File: src/rtl/mem_port_arb.sv
// Arbiter sharing one single-ported memory between instruction fetch (IF) and load/store (LS).
// LS has priority over IF; after MAX_WAIT consecutive LS wins while IF is waiting, IF is granted.
module mem_port_arb #(
  parameter int addr_width = 32,
  parameter int data_width = 32,
  parameter int MAX_WAIT   = 4
) (
  input  logic                  clk_in,
  input  logic                  rst_in,
  input  logic                  if_req_in,
  input  logic [addr_width-1:0] if_addr_in,
  output logic                  if_gnt_out,
  output logic                  if_valid_out,
  output logic [data_width-1:0] if_rdata_out,
  input  logic                  ls_req_in,
  input  logic                  ls_we_in,
  input  logic [addr_width-1:0] ls_addr_in,
  input  logic [data_width-1:0] ls_wdata_in,
  output logic                  ls_gnt_out,
  output logic                  ls_valid_out,
  output logic [data_width-1:0] ls_rdata_out,
  output logic                  mem_req_out,
  output logic                  mem_we_out,
  output logic [addr_width-1:0] mem_addr_out,
  output logic [data_width-1:0] mem_wdata_out,
  input  logic                  mem_ready_in,
  input  logic [data_width-1:0] mem_rdata_in,
  output logic                  sel_out
);

  localparam int CNT_W = $clog2(MAX_WAIT + 1);
  localparam logic [CNT_W-1:0] CNT_MAX = CNT_W'(MAX_WAIT);

  typedef enum logic [1:0] {IDLE, BUSY_IF, BUSY_LS} state_t;

  state_t               state_q;
  logic [CNT_W-1:0]     starve_q;
  logic                 if_gnt_q, if_valid_q, ls_gnt_q, ls_valid_q;
  logic                 mem_req_q, mem_we_q, sel_q;
  logic [addr_width-1:0] mem_addr_q;
  logic [data_width-1:0] mem_wdata_q, if_rdata_q, ls_rdata_q;
  logic                 ls_win_d;

  // IF is starved only while it is actually requesting.
  assign ls_win_d = ls_req_in && !(if_req_in && (starve_q == CNT_MAX));

  always_ff @(posedge clk_in or posedge rst_in) begin
    if (rst_in) begin
      state_q     <= IDLE;
      starve_q    <= '0;
      if_gnt_q    <= 1'b0;
      if_valid_q  <= 1'b0;
      ls_gnt_q    <= 1'b0;
      ls_valid_q  <= 1'b0;
      mem_req_q   <= 1'b0;
      mem_we_q    <= 1'b0;
      sel_q       <= 1'b0;
      mem_addr_q  <= '0;
      mem_wdata_q <= '0;
      if_rdata_q  <= '0;
      ls_rdata_q  <= '0;
    end else begin
      if_gnt_q   <= 1'b0;
      ls_gnt_q   <= 1'b0;
      if_valid_q <= 1'b0;
      ls_valid_q <= 1'b0;
      case (state_q)
        IDLE: begin
          if (ls_win_d) begin
            state_q     <= BUSY_LS;
            mem_req_q   <= 1'b1;
            mem_we_q    <= ls_we_in;
            mem_addr_q  <= ls_addr_in;
            mem_wdata_q <= ls_wdata_in;
            sel_q       <= 1'b1;
            ls_gnt_q    <= 1'b1;
            if (if_req_in && (starve_q != CNT_MAX)) starve_q <= starve_q + CNT_W'(1);
          end else if (if_req_in) begin
            state_q     <= BUSY_IF;
            mem_req_q   <= 1'b1;
            mem_we_q    <= 1'b0;
            mem_addr_q  <= if_addr_in;
            mem_wdata_q <= '0;
            sel_q       <= 1'b0;
            if_gnt_q    <= 1'b1;
            starve_q    <= '0;
          end
        end
        BUSY_IF: begin
          if (mem_ready_in) begin
            state_q    <= IDLE;
            mem_req_q  <= 1'b0;
            mem_we_q   <= 1'b0;
            if_valid_q <= 1'b1;
            if_rdata_q <= mem_rdata_in;
          end
        end
        BUSY_LS: begin
          if (mem_ready_in) begin
            state_q    <= IDLE;
            mem_req_q  <= 1'b0;
            mem_we_q   <= 1'b0;
            ls_valid_q <= 1'b1;
            if (!mem_we_q) ls_rdata_q <= mem_rdata_in;
          end
        end
        default: state_q <= IDLE;
      endcase
    end
  end

  assign if_gnt_out    = if_gnt_q;
  assign if_valid_out  = if_valid_q;
  assign if_rdata_out  = if_rdata_q;
  assign ls_gnt_out    = ls_gnt_q;
  assign ls_valid_out  = ls_valid_q;
  assign ls_rdata_out  = ls_rdata_q;
  assign mem_req_out   = mem_req_q;
  assign mem_we_out    = mem_we_q;
  assign mem_addr_out  = mem_addr_q;
  assign mem_wdata_out = mem_wdata_q;
  assign sel_out       = sel_q;

endmodule

File: config.mk
export PLATFORM = sky130hd
export DESIGN_NAME = mem_port_arb
export DESIGN_NICKNAME = d
export VERILOG_FILES = /design/src/rtl/mem_port_arb.sv
export SDC_FILE = /design/constraint.sdc
export NUM_CORES = 1
export LEC_CHECK = 0
export ABC_AREA = 1
export BUFFER_PORTS_ARGS = -buffer_cell sky130_fd_sc_hd__clkbuf_2
export CELL_PAD_IN_SITES_DETAIL_PLACEMENT = 0
export CELL_PAD_IN_SITES_GLOBAL_PLACEMENT = 2
export CORE_MARGIN = 4
export CORE_UTILIZATION = 26
export DETAILED_ROUTE_END_ITERATION = 7
export PLACE_DENSITY_LB_ADDON = 0.05
export SETUP_SLACK_MARGIN = 0.2
export SYNTH_ARGS = -nofsm -noshare
export SYNTH_HDL_FRONTEND = slang
export SYNTH_SLANG_ARGS = --single-unit
File: constraint.sdc
create_clock -name clk_in -period 5.4 [get_ports clk_in]
set_clock_uncertainty 0.15 [all_clocks]
set_input_delay 0.54 -clock clk_in [delete_from_list [all_inputs] [get_ports clk_in]]
set_output_delay 0.54 -clock clk_in [all_outputs]
set_load 0.1 [all_outputs]
==> results of run 1 <==
registers in the layout, indices dropped and copies added (netlist names), 2 cells and up:
name / cells
mem_wdata_out: 32
state_q: 2
if_rdata_out: 32
starve_q: 3
mem_addr_out: 32
ls_rdata_out: 32
kinds of logic after synthesis:
| kind of cell | count (synthesis) | share of synthesized area, % |
|---|---|---|
| fa+ha+maj | 5 | 1.049 |
| buf+inv | 150 | 10.40 |
| simple gates | 354 | 23.95 |
| flops | 140 | 58.72 |
| compound gates | 69 | 5.873 |
stage by stage:
stage	utilization [%]	instances	hold slack, ns	instance area [sq um]	setup slack [ns]
3_5_place_dp	33.33	1239	0.3151	7523	2.260
6_report	35.89	1271	0.1243	8102	2.463
2_1_floorplan	-	718	0.3282	5966	0.9571
5_1_grt	35.89	1271	0.1550	8102	2.079
4_1_cts	35.89	1271	0.1428	8102	2.359
3_3_place_gp	33.33	1239	0.3129	7523	2.340
worst paths after layout:
kind / start / end / slack (ns) / depth (start not counted)
setup / recovery: starve_q[0]$_DFFE_PP0P_ / starve_q[2]$_DFFE_PP0P_ / 2.46 / 8
max in group asynchronous: rst_in / mem_wdata_out[6]$_DFFE_PP0P_ / 3.76 / 3
hold / removal: rst_in / mem_wdata_out[19]$_DFFE_PP0P_ / 0.12 / 2
setup reg to reg: starve_q[0]$_DFFE_PP0P_ / starve_q[2]$_DFFE_PP0P_ / 2.46 / 8
min in group clk_in: ls_wdata_in[10] / mem_wdata_out[10]$_DFFE_PP0P_ / 0.16 / 3
hold reg to reg: mem_wdata_out[6]$_DFFE_PP0P_ / mem_wdata_out[6]$_DFFE_PP0P_ / 0.33 / 2
layout by cell type (no fill, tap or decap):
master      netlist  layout
clkbuf_16         0      17
inv_6             0       6
bufinv_16         0       1
clkbuf_2          0     268
clkinv_4          0       2
or2_2             1       2
nand2_2           0       1
ha_1              5       5
nor2_1            3       3
clkinvlp_4        0       3
o22ai_1           1       1
inv_1           111     110
inv_2             1       1
nand3b_1          1       1
clkinv_2          0       1
nand3_2           1       1
o21ai_0          46      46
nand3_1          68      68
nand2_1         279     278
dfrtp_1         140     140
buf_4             6       6
inv_8             0       3
o21ai_4           0       1
o21ai_1          21      21
per-layer routing:
layer / routed length (um) / global-route usage [%] / part of all wire, % / vias to the layer above
met2: 8482 / 23.61 / 46 / 161
li1: - / - / - / 2683
met4: 279 / 4.773 / 1.5 / 0
met5: 0 / 0 / 0 / -
met1: 8342 / 19.06 / 45 / 2359
met3: 1362 / 5.100 / 7.4 / 17
final cells by class:
| class | count | share of cell area (%) |
|---|---|---|
| Timing Repair Buffer | 274 | 17.11 |
| Tap cell | 285 | 4.402 |
| Multi-Input combinational cell | 428 | 22.86 |
| Sequential cell | 140 | 43.24 |
| Clock inverter | 15 | 1.884 |
| Inverter | 112 | 5.251 |
| Clock buffer | 17 | 5.251 |
worst register-to-register path: stages, from the launching register on:
cell and delay (ns):
dfrtp_1 0.40, inv_1 0.08, ha_1 0.16, nand3_2 0.60
nand2_1 0.79, buf_4 0.39, nand3_1 0.14, nand2_1 0.09
inv_1 0.03
==> run_results.csv, run 1 <==
group,metric,value,unit
run_status,status,"completed",
layout,areaGrowthSynthToFinish,35.80,%
floorplan,rows,55,
clock_network,clk_pin_slew_worst_paths,0.07,ns
setup_path,start_kind,"flop",
yosys,synth_commonest_cells,"nand2_1, dfrtp_1, inv_1",
global_routing,antenna_found_initial,0,
yosys,syn_nets,857,
yosys,syn_avg_cell_area,8.309,sq um
drt,drt_first_pass_iters,4,
drt,drt_iter0_drc,242,
yosys,synth_top_area_cell,"dfrtp_1",
timing,period_minus_slack,2.937,ns
setup_path,crit_buf_inv,3,
layout,num_antenna_cells,0,
drt,vias_per_cell,4.107,
clock_network,cts_buffer_depth,2,
setup_path,path_cells,"inv_1 -> ha_1 -> nand3_2 -> nand2_1 -> buf_4 -> nand3_1 -> nand2_1 -> inv_1",
clock_network,cts-root-buf,"clkbuf_16",
drt,vias,5220,
layout,fin_nets,1112,
global_routing,grt_max_degree,95,
worst_hold_path,hp-class,"in -> async",
clock_network,cts_setup_buffers,0,
yosys,async_reset_ff_share,100.0,%
placed_design,port_buffers,268,
layout,multi_input_comb_area,0.001852,sq mm
floorplan,chipHeight,159.5,um
timing,rsz0062_at_grt,"false",
placed_design,dp_hpwl,12.98,mm
floorplan,die_w,159.5,um
yosys,ys_top_cells_by_area,"dfrtp_1, nand2_1, inv_1, nand3_1, o21ai_0",
drt,drt-total-wl,18.47,mm
floorplan,initial_core_util,26.43,%
yosys,ys_warn_count,0,
timing,drv_slew,0,
timing,tightest_slew,1.110,ns
run,drv_cap,0,
setup_path,path_class,"reg -> reg",
floorplan,dieArea,0.02543,sq mm
drt,wire_per_inst,14.53,um
layout,layout.area.seq,0.003503,sq mm
yosys,synth.most_common_cell,"nand2_1",
layout,drive_gt1_share,31.74,%
setup_path,critPathCaptureType,"flop",
drt,ant_nets,0,
clock_network,htree_levels,4,
timing,finalSetupViolations,0,
global_routing,grtUsageTotal,14.85,%
global_routing,grt_pass1_vias,5571,
clock_network,clock_latency,0.42,ns
setup_path,critPathArrivalTime,3.09,ns
clock_network,cts_num_sinks,140,
setup_path,required,5.56,ns
yosys,ys_seq_area_share,58.72,%
setup_path,critical-path-top-delay-family,"simple AND/OR/NAND/NOR gates",
yosys,synth_flop_cell,"dfrtp_1",
yosys,synth_top_area_share,58.72,%
timing,post-route-period-util,54.39,%
clock_network,postCtsHoldBufs,0,
yosys,ys_ff_latch,140,
yosys,yosysUniqueCellTypes,20,
yosys,synth-edff-count,0,
layout,fillerInstances,2509,
global_routing,overflow,0,
drt,drc,0,
setup_path,cp_slowest_cell,"nand2_1",
global_routing,grt_pass1_wl,30.34,mm
timing,fin_setup_tns,0,ns
yosys,netlist_instances,718,
floorplan,core_area,0.02257,sq mm
yosys,netlist_area,0.005966,sq mm
timing,hold_viol_final,0,
setup_path,crit_fanout,34,
placed_design,place_congestion,0.6962,
clock_network,cts_tree,"yes",
floorplan,io_pins,269,
clock_network,cts_resized,0,
timing,maxSlewHeadroom,25.75,%
timing,fmax,340.5,MHz
setup_path,max_stage_delay,0.77,ns
clock_network,cts_buffers,17,
Power of run 1 is not shown: default switching activity piles up to over one toggle a cycle in this logic, so the estimate is an artifact.
==> run 2: changes to the inputs <==
--- a/config.mk
+++ b/config.mk
@@ -5,12 +5,12 @@
 export SDC_FILE = /design/constraint.sdc
 export NUM_CORES = 1
 export LEC_CHECK = 0
-export ABC_AREA = 1
+export ABC_AREA = 0
 export BUFFER_PORTS_ARGS = -buffer_cell sky130_fd_sc_hd__clkbuf_2
 export CELL_PAD_IN_SITES_DETAIL_PLACEMENT = 0
 export CELL_PAD_IN_SITES_GLOBAL_PLACEMENT = 2
 export CORE_MARGIN = 4
-export CORE_UTILIZATION = 26
+export CORE_UTILIZATION = 29
 export DETAILED_ROUTE_END_ITERATION = 7
 export PLACE_DENSITY_LB_ADDON = 0.05
 export SETUP_SLACK_MARGIN = 0.2
==> constraint.sdc (replaced) <==
create_clock -name clk_in -period 3.05 [get_ports clk_in]
set_clock_uncertainty 0.15 [all_clocks]
set_input_delay 0.305 -clock clk_in [delete_from_list [all_inputs] [get_ports clk_in]]
set_output_delay 0.305 -clock clk_in [all_outputs]
set_load 0.1 [all_outputs]
==> run 2 against run 1 <==
The flow now finishes with violations (negative hold slack). Core utilization grew 10 points. Critical endpoint is now mem_addr_out[24]$_DFFE_PP0P_. Maximum frequency is 33% higher. Area after synthesis is 3.1% lower. Highest routed layer unchanged. Sequential share of layout area is 4.1 points lower. Wire length decreased by 1.8%.
==> run_results.csv, run 2 <==
group,metric,value,unit
run_status,status,"finished, violations left",
run_status,violations,"negative hold slack",
yosys,ys_top_cells_by_area,"dfrtp_1, mux2_2, a22o_1, nand2_1, o211ai_2",
worst_hold_path,hp-class,"in -> async",
clock_network,cts_num_sinks,140,
timing,rsz0062_at_grt,"false",
layout,final_cell_mix,"clkbuf_2, dfrtp_1, dlygate4sd3_1, nand2_1, mux2_2",
setup_path,timing.rr.start,"state_q[0]$_DFFE_PP0P_",
yosys,synth_flop_cell,"dfrtp_1",
setup_path,start_kind,"flop",
placed_design,place_congestion,0.7400,
drt,drt_iter0_drc,179,
global_routing,antenna_found_initial,0,
timing,holdWs,-0.08956,ns
clock_network,cts-root-buf,"clkbuf_16",
floorplan,initial_core_util,29.60,%
yosys,synth_compound_area_share,12.12,%
yosys,netlist_instances,445,
timing,maxSlewHeadroom,45.83,%
timing,fmax,453.3,MHz
global_routing,grt_pass1_wl,28.23,mm
drt,vias_per_cell,4.574,
timing,period_minus_slack,2.206,ns
placed_design,postPlaceCellArea,0.007378,sq mm
clock_network,clock_latency,0.41,ns
timing,fin_setup_tns,0,ns
drt,drt-total-wl,18.13,mm
run,drv_cap,0,
setup_path,critPathArrivalTime,2.38,ns
setup_path,path_class,"reg -> reg",
timing,drv_slew,0,
setup_path,r2r-end,"mem_addr_out[24]$_DFFE_PP0P_",
clock_network,cts_buffers,17,
setup_path,required,3.23,ns
floorplan,chipHeight,149.2,um
layout,fin_nets,942,
layout,final_common_cell,"clkbuf_2",
global_routing,overflow,0,
drt,drc,0,
yosys,synth_top_area_share,60.62,%
global_routing,grtUsageTotal,16.08,%
timing,finalSetupViolations,0,
layout,drive_gt1_share,48.77,%
setup_path,crit_fanout,20,
setup_path,reg2reg_slack,0.84,ns
setup_path,max_stage_delay,0.59,ns
drt,drt_first_pass_iters,4,
yosys,synth_fa_ha_area_share,1.082,%
setup_path,endpoint,"mem_addr_out[24]$_DFFE_PP0P_",
yosys,async_reset_ff_share,100.0,%
setup_path,crit_buf_inv,2,
drt,ant_nets,0,
global_routing,grt_max_degree,141,
clock_network,cts_tree,"yes",
setup_path,critPathCaptureType,"flop",
global_routing,grt_pass1_vias,5350,
yosys,synthXorXnorAreaFrac,0,%
placed_design,dp_hpwl,12.29,mm
setup_path,cp_num_cells,6,
floorplan,dieArea,0.02225,sq mm
setup_path,reg2reg_depth,6,
yosys,ys_warn_count,0,
floorplan,io_pins,269,
yosys,ys_seq_area_share,60.62,%
setup_path,critical-path-top-delay-family,"compound AO/OA/AOI/OAI gates",
yosys,synth-simple-area-share,9.504,%
yosys,ys_ff_latch,140,
timing,hold_viol_final,23,
yosys,netlist_area,0.005779,sq mm
yosys,synth_commonest_cells,"dfrtp_1, nand2_1, mux2_2",
layout,num_antenna_cells,0,
setup_path,path_cells,"inv_1 -> ha_2 -> o21a_1 -> buf_12 -> nand2_1 -> o211ai_1",
floorplan,core_area,0.01953,sq mm
layout,stdcell_count,1081,
yosys,synth_top_area_cell,"dfrtp_1",
clock_network,htree_levels,4,
layout,fillerInstances,1895,
timing,tightest_slew,0.8125,ns
drt,vias,4945,
clock_network,cts_buffer_depth,2,
yosys,yosysUniqueCellTypes,32,
yosys,synth_top_family_by_area,"multiplexers",
yosys,synthMuxAreaShare,12.67,%
setup_path,cp_slowest_cell,"o21a_1",
floorplan,rows,51,
clock_network,clk_pin_slew_worst_paths,0.06,ns
layout,areaGrowthSynthToFinish,54.95,%
floorplan,die_w,149.2,um
layout,design_area,0.008955,sq mm
setup_path,crit_start,"state_q[0]$_DFFE_PP0P_",
yosys,syn_nets,584,
drt,wire_per_inst,16.77,um
timing,post-route-period-util,72.33,%
yosys,syn_avg_cell_area,12.99,sq um
yosys,synth-edff-count,0,
placed_design,port_buffers,268,
yosys,synth.most_common_cell,"dfrtp_1",
placed_design,dp_cells,952,
==> run 2: metrics by stage <==
| stage | setup WS (ns) | hold WS [ns] | utilization [%] |
|---|---|---|---|
| 2_1_floorplan | 0.8459 | 0.2867 | - |
| 3_3_place_gp | 0.8552 | 0.3123 | 37.79 |
| 3_5_place_dp | 0.8127 | 0.3182 | 37.79 |
| 4_1_cts | 0.8244 | 0.002701 | 45.86 |
| 5_1_grt | 0.6813 | 0.02347 | 45.86 |
| 6_report | 0.8441 | -0.08956 | 45.86 |
==> run 2: logic make-up (layout without fill, tap and decap cells) <==
group | count (synthesis) | after routing
multiplexers | 65 | 65
AO/OA/AOI/OAI | 76 | 76
adder cells (fa/ha/maj) | 5 | 5
flip-flops | 140 | 140
buffers and inverters | 43 | 414
AND/OR/NAND/NOR | 116 | 116
==> run 2: tightest hold or removal path, cell delays in order <==
cell and delay (ns):
clkbuf_2 0.10, clkinvlp_4 0.08, buf_12 0.49
==> run 2: worst min path at each step <==
stage                       startpoint                             to  slack (ns)  cells past startpoint
4_1_cts                 ls_addr_in[21]   mem_addr_out[21]$_DFFE_PP0P_       0.003                      3
6_report                        rst_in  mem_wdata_out[13]$_DFFE_PP0P_       -0.09                      3
3_3_place_gp       sel_out$_DFFE_PP0P_            sel_out$_DFFE_PP0P_        0.31                      1
2_1_floorplan          mem_rdata_in[7]    ls_rdata_out[7]$_DFFE_PP0P_        0.29                      1
5_1_grt                  ls_addr_in[6]    mem_addr_out[6]$_DFFE_PP0P_        0.02                      3
3_5_place_dp   mem_req_out$_DFFE_PP0P_        mem_req_out$_DFFE_PP0P_        0.32                      1
==> run 2: repair_timing <==
item / in CTS / in global routing
hold buffers: 97 / 0
setup buffers: 0 / 0
endpoints found under the hold margin: 129 / 0
gates resized for setup: 0 / 0
==> run 2: layout make-up <==
| cell class | instances | area (sq um) | share of cell area [%] |
|---|---|---|---|
| flip-flops and latches | 140 | 3503 | 39.12 |
| repair buffers | 375 | 2425 | 27.08 |
| multi-input cells | 262 | 2059 | 23.00 |
| clock buffers | 18 | 439.2 | 4.904 |
| well taps | 265 | 331.6 | 3.703 |
| clock inverters | 14 | 166.4 | 1.858 |
| inverters | 7 | 30.03 | 0.3353 |
==> run 2: metal layers <==
layer / vias up / global-route usage, % / part of all wire (%)
li1: 2328 / - / -
met1: 2428 / 20.31 / 43
met2: 166 / 27.52 / 51
met3: 23 / 2.917 / 4.8
met4: 0 / 5.995 / 1.7
met5: - / 0 / 0
Power of run 2 is left out for the same reason.
==> run 3: changes to the inputs <==
--- a/config.mk
+++ b/config.mk
@@ -5,12 +5,12 @@
 export SDC_FILE = /design/constraint.sdc
 export NUM_CORES = 1
 export LEC_CHECK = 0
-export ABC_AREA = 0
+export ABC_AREA = 1
 export BUFFER_PORTS_ARGS = -buffer_cell sky130_fd_sc_hd__clkbuf_2
 export CELL_PAD_IN_SITES_DETAIL_PLACEMENT = 0
 export CELL_PAD_IN_SITES_GLOBAL_PLACEMENT = 2
 export CORE_MARGIN = 4
-export CORE_UTILIZATION = 29
+export CORE_UTILIZATION = 23
 export DETAILED_ROUTE_END_ITERATION = 7
 export PLACE_DENSITY_LB_ADDON = 0.05
 export SETUP_SLACK_MARGIN = 0.2
==> constraint.sdc (replaced) <==
create_clock -name clk_in -period 1.8 [get_ports clk_in]
set_clock_uncertainty 0.15 [all_clocks]
set_input_delay 0.18 -clock clk_in [delete_from_list [all_inputs] [get_ports clk_in]]
set_output_delay 0.18 -clock clk_in [all_outputs]
set_load 0.1 [all_outputs]
==> run 3 against run 2 <==
Design area grew 13%. First-iteration DRC count increased by 56%. Count of clock-buffer cells in the layout is the same. Global-route usage shrank 2.1 points. Highest routed layer unchanged. The flow now finishes without violations. Die area rose by 28%. Wire length grew 19%. Critical path type is now reg -> out. Worst hold slack better by 0.15 ns.
==> run_results.csv, run 3 (same netlist as run 1, synthesis figures left out) <==
group,metric,value,unit
floorplan,die_w,169.1,um
clock_network,cts_tree,"yes",
floorplan,dieArea,0.02858,sq mm
timing,period_minus_slack,1.571,ns
setup_path,critPathCaptureType,"primary output",
drt,drt_first_pass_iters,4,
layout,final_cell_mix,"nand2_1, clkbuf_2, dfrtp_1, dlygate4sd3_1, inv_1",
worst_hold_path,holdPathEnd,"mem_we_out$_DFFE_PP0P_",
setup_path,path_class,"reg -> out",
timing,hold_viol_final,0,
layout,num_antenna_cells,0,
timing,drv_slew,0,
timing,post-route-period-util,87.29,%
setup_path,path_cells,"clkbuf_2",
global_routing,grt_max_degree,73,
drt,drc,0,
layout,layout.area.seq,0.003503,sq mm
global_routing,antenna_found_initial,0,
floorplan,initial_core_util,23.55,%
clock_network,cts-root-buf,"clkbuf_16",
setup_path,reg2reg_depth,7,
worst_hold_path,hp-start,"mem_ready_in",
timing,finalSetupViolations,0,
drt,drt-total-wl,21.52,mm
layout,fillerInstances,2670,
clock_network,clock_latency,0.41,ns
layout,areaGrowthSynthToFinish,69.44,%
timing,rsz0062_at_grt,"true",
drt,vias_per_cell,3.993,
setup_path,timing.rr.start,"state_q[0]$_DFFE_PP0P_",
worst_hold_path,hold_depth,6,
setup_path,crit_buf_inv,1,
clock_network,cts_num_sinks,140,
layout,stdcell_count,1472,
placed_design,dp_cells,1295,
drt,ant_nets,0,
layout,drive_gt1_share,30.56,%
layout,fin_nets,1268,
placed_design,place_congestion,0.7001,
worst_hold_path,hp-class,"in -> reg",
run_status,status,"completed",
setup_path,critPathArrivalTime,1.24,ns
setup_path,critical-path-top-delay-family,"buffers and inverters",
drt,vias,5878,
global_routing,grt_pass1_vias,5950,
clock_network,htree_levels,4,
setup_path,reg2reg_slack,0.23,ns
setup_path,r2r-end,"ls_rdata_out[18]$_DFFE_PP0P_",
global_routing,overflow,0,
placed_design,port_buffers,268,
clock_network,clk_pin_slew_worst_paths,0.07,ns
layout,multi_input_comb_area,0.001928,sq mm
placed_design,dp_hpwl,13.90,mm
floorplan,rows,58,
global_routing,grt_pass1_wl,31.88,mm
floorplan,io_pins,269,
setup_path,max_stage_delay,0.46,ns
setup_path,crit_fanout,2,
clock_network,cts_buffers,17,
setup_path,start_kind,"flop",
layout,final_common_cell,"nand2_1",
clock_network,cts_buffer_depth,2,
drt,drt_iter0_drc,280,
timing,maxSlewHeadroom,61.29,%
floorplan,core_area,0.02533,sq mm
setup_path,required,1.47,ns
floorplan,chipHeight,169.1,um
timing,tightest_slew,0.5831,ns
setup_path,cp_slowest_cell,"clkbuf_2",
run,drv_cap,0,
drt,wire_per_inst,14.62,um
timing,fmax,636.4,MHz
global_routing,grtUsageTotal,13.98,%
[run 3: changes by cell type in the layout (fill, tap and decap cells not counted), sizes merged, moves of 36 or more]
cell / previous run / this run
dlygate4sd3: 97 / 133
o21ai: 3 / 68
nand2: 71 / 279
inv: 8 / 120
nand3: 1 / 69
buf: 10 / 88
clkbuf: 286 / 227
mux2: 65 / 0
[run 3: area by class of cell]
type,count,area share [%]
flip-flops and latches,140,34.66
repair buffers,430,32.23
multi-input cells,428,19.07
clock buffers,18,4.345
inverters,112,4.196
well taps,330,4.085
clock inverters,14,1.411
[run 3: worst reg2reg max path, stage by stage, from the launching register on]
cell and delay [ns]:
dfrtp_1 0.41, inv_2 0.07, ha_1 0.14, nand2_1 0.06, or2_4 0.32, buf_12 0.18, nand2_1 0.06, o21ai_0 0.07
[run 3: timing repair]
| item | 4_1_cts | 5_1_grt |
|---|---|---|
| pin swaps | 0 | 1 |
| endpoints found under the setup margin | 134 | 168 |
| hold buffers | 132 | 1 |
| gates resized for setup | 57 | 93 |
| endpoints found under the hold margin | 271 | 1 |
| gates cloned | 0 | 9 |
| buffers inserted | 0 | 3 |
[run 3: metal layers]
metal,part of all wire [%],track usage (%),wire length (um),vias up
li1,-,-,-,3008
met3,6.1,4.180,1316,14
met5,0,0,0,-
met4,1.1,3.745,240,0
met2,48,22.97,10310,166
met1,45,18.02,9656,2690
[run 3: through the flow]
stage	setup TNS (ns)	hold WS [ns]	worst slack, ns	area [sq um]	util, %
3_3_place_gp	0	0.2001	0.1548	7749	30.59
4_1_cts	0	0.03458	0.1705	9801	38.70
3_5_place_dp	0	0.2019	0.1365	7749	30.59
5_1_grt	0	0.1224	0.1544	10110	39.91
6_report	0	0.05855	0.2287	10110	39.91
2_1_floorplan	-39.33	0.1396	-0.2791	5969	-
[run 3: worst max path at each step]
stage / startpoint / to / slack, ns / depth (start not counted)
2_1_floorplan: rst_in / if_gnt_out$_DFF_PP0_ / -0.28 / 1
3_3_place_gp: state_q[0]$_DFFE_PP0P_ / mem_wdata_out[15]$_DFFE_PP0P_ / 0.15 / 6
3_5_place_dp: state_q[0]$_DFFE_PP0P_ / ls_rdata_out[8]$_DFFE_PP0P_ / 0.14 / 7
4_1_cts: starve_q[0]$_DFFE_PP0P_ / starve_q[2]$_DFFE_PP0P_ / 0.17 / 8
5_1_grt: state_q[0]$_DFFE_PP0P_ / ls_rdata_out[13]$_DFFE_PP0P_ / 0.15 / 7
6_report: if_rdata_out[22]$_DFFE_PP0P_ / if_rdata_out[22] / 0.23 / 1
Power of run 3 is left out for the same reason.
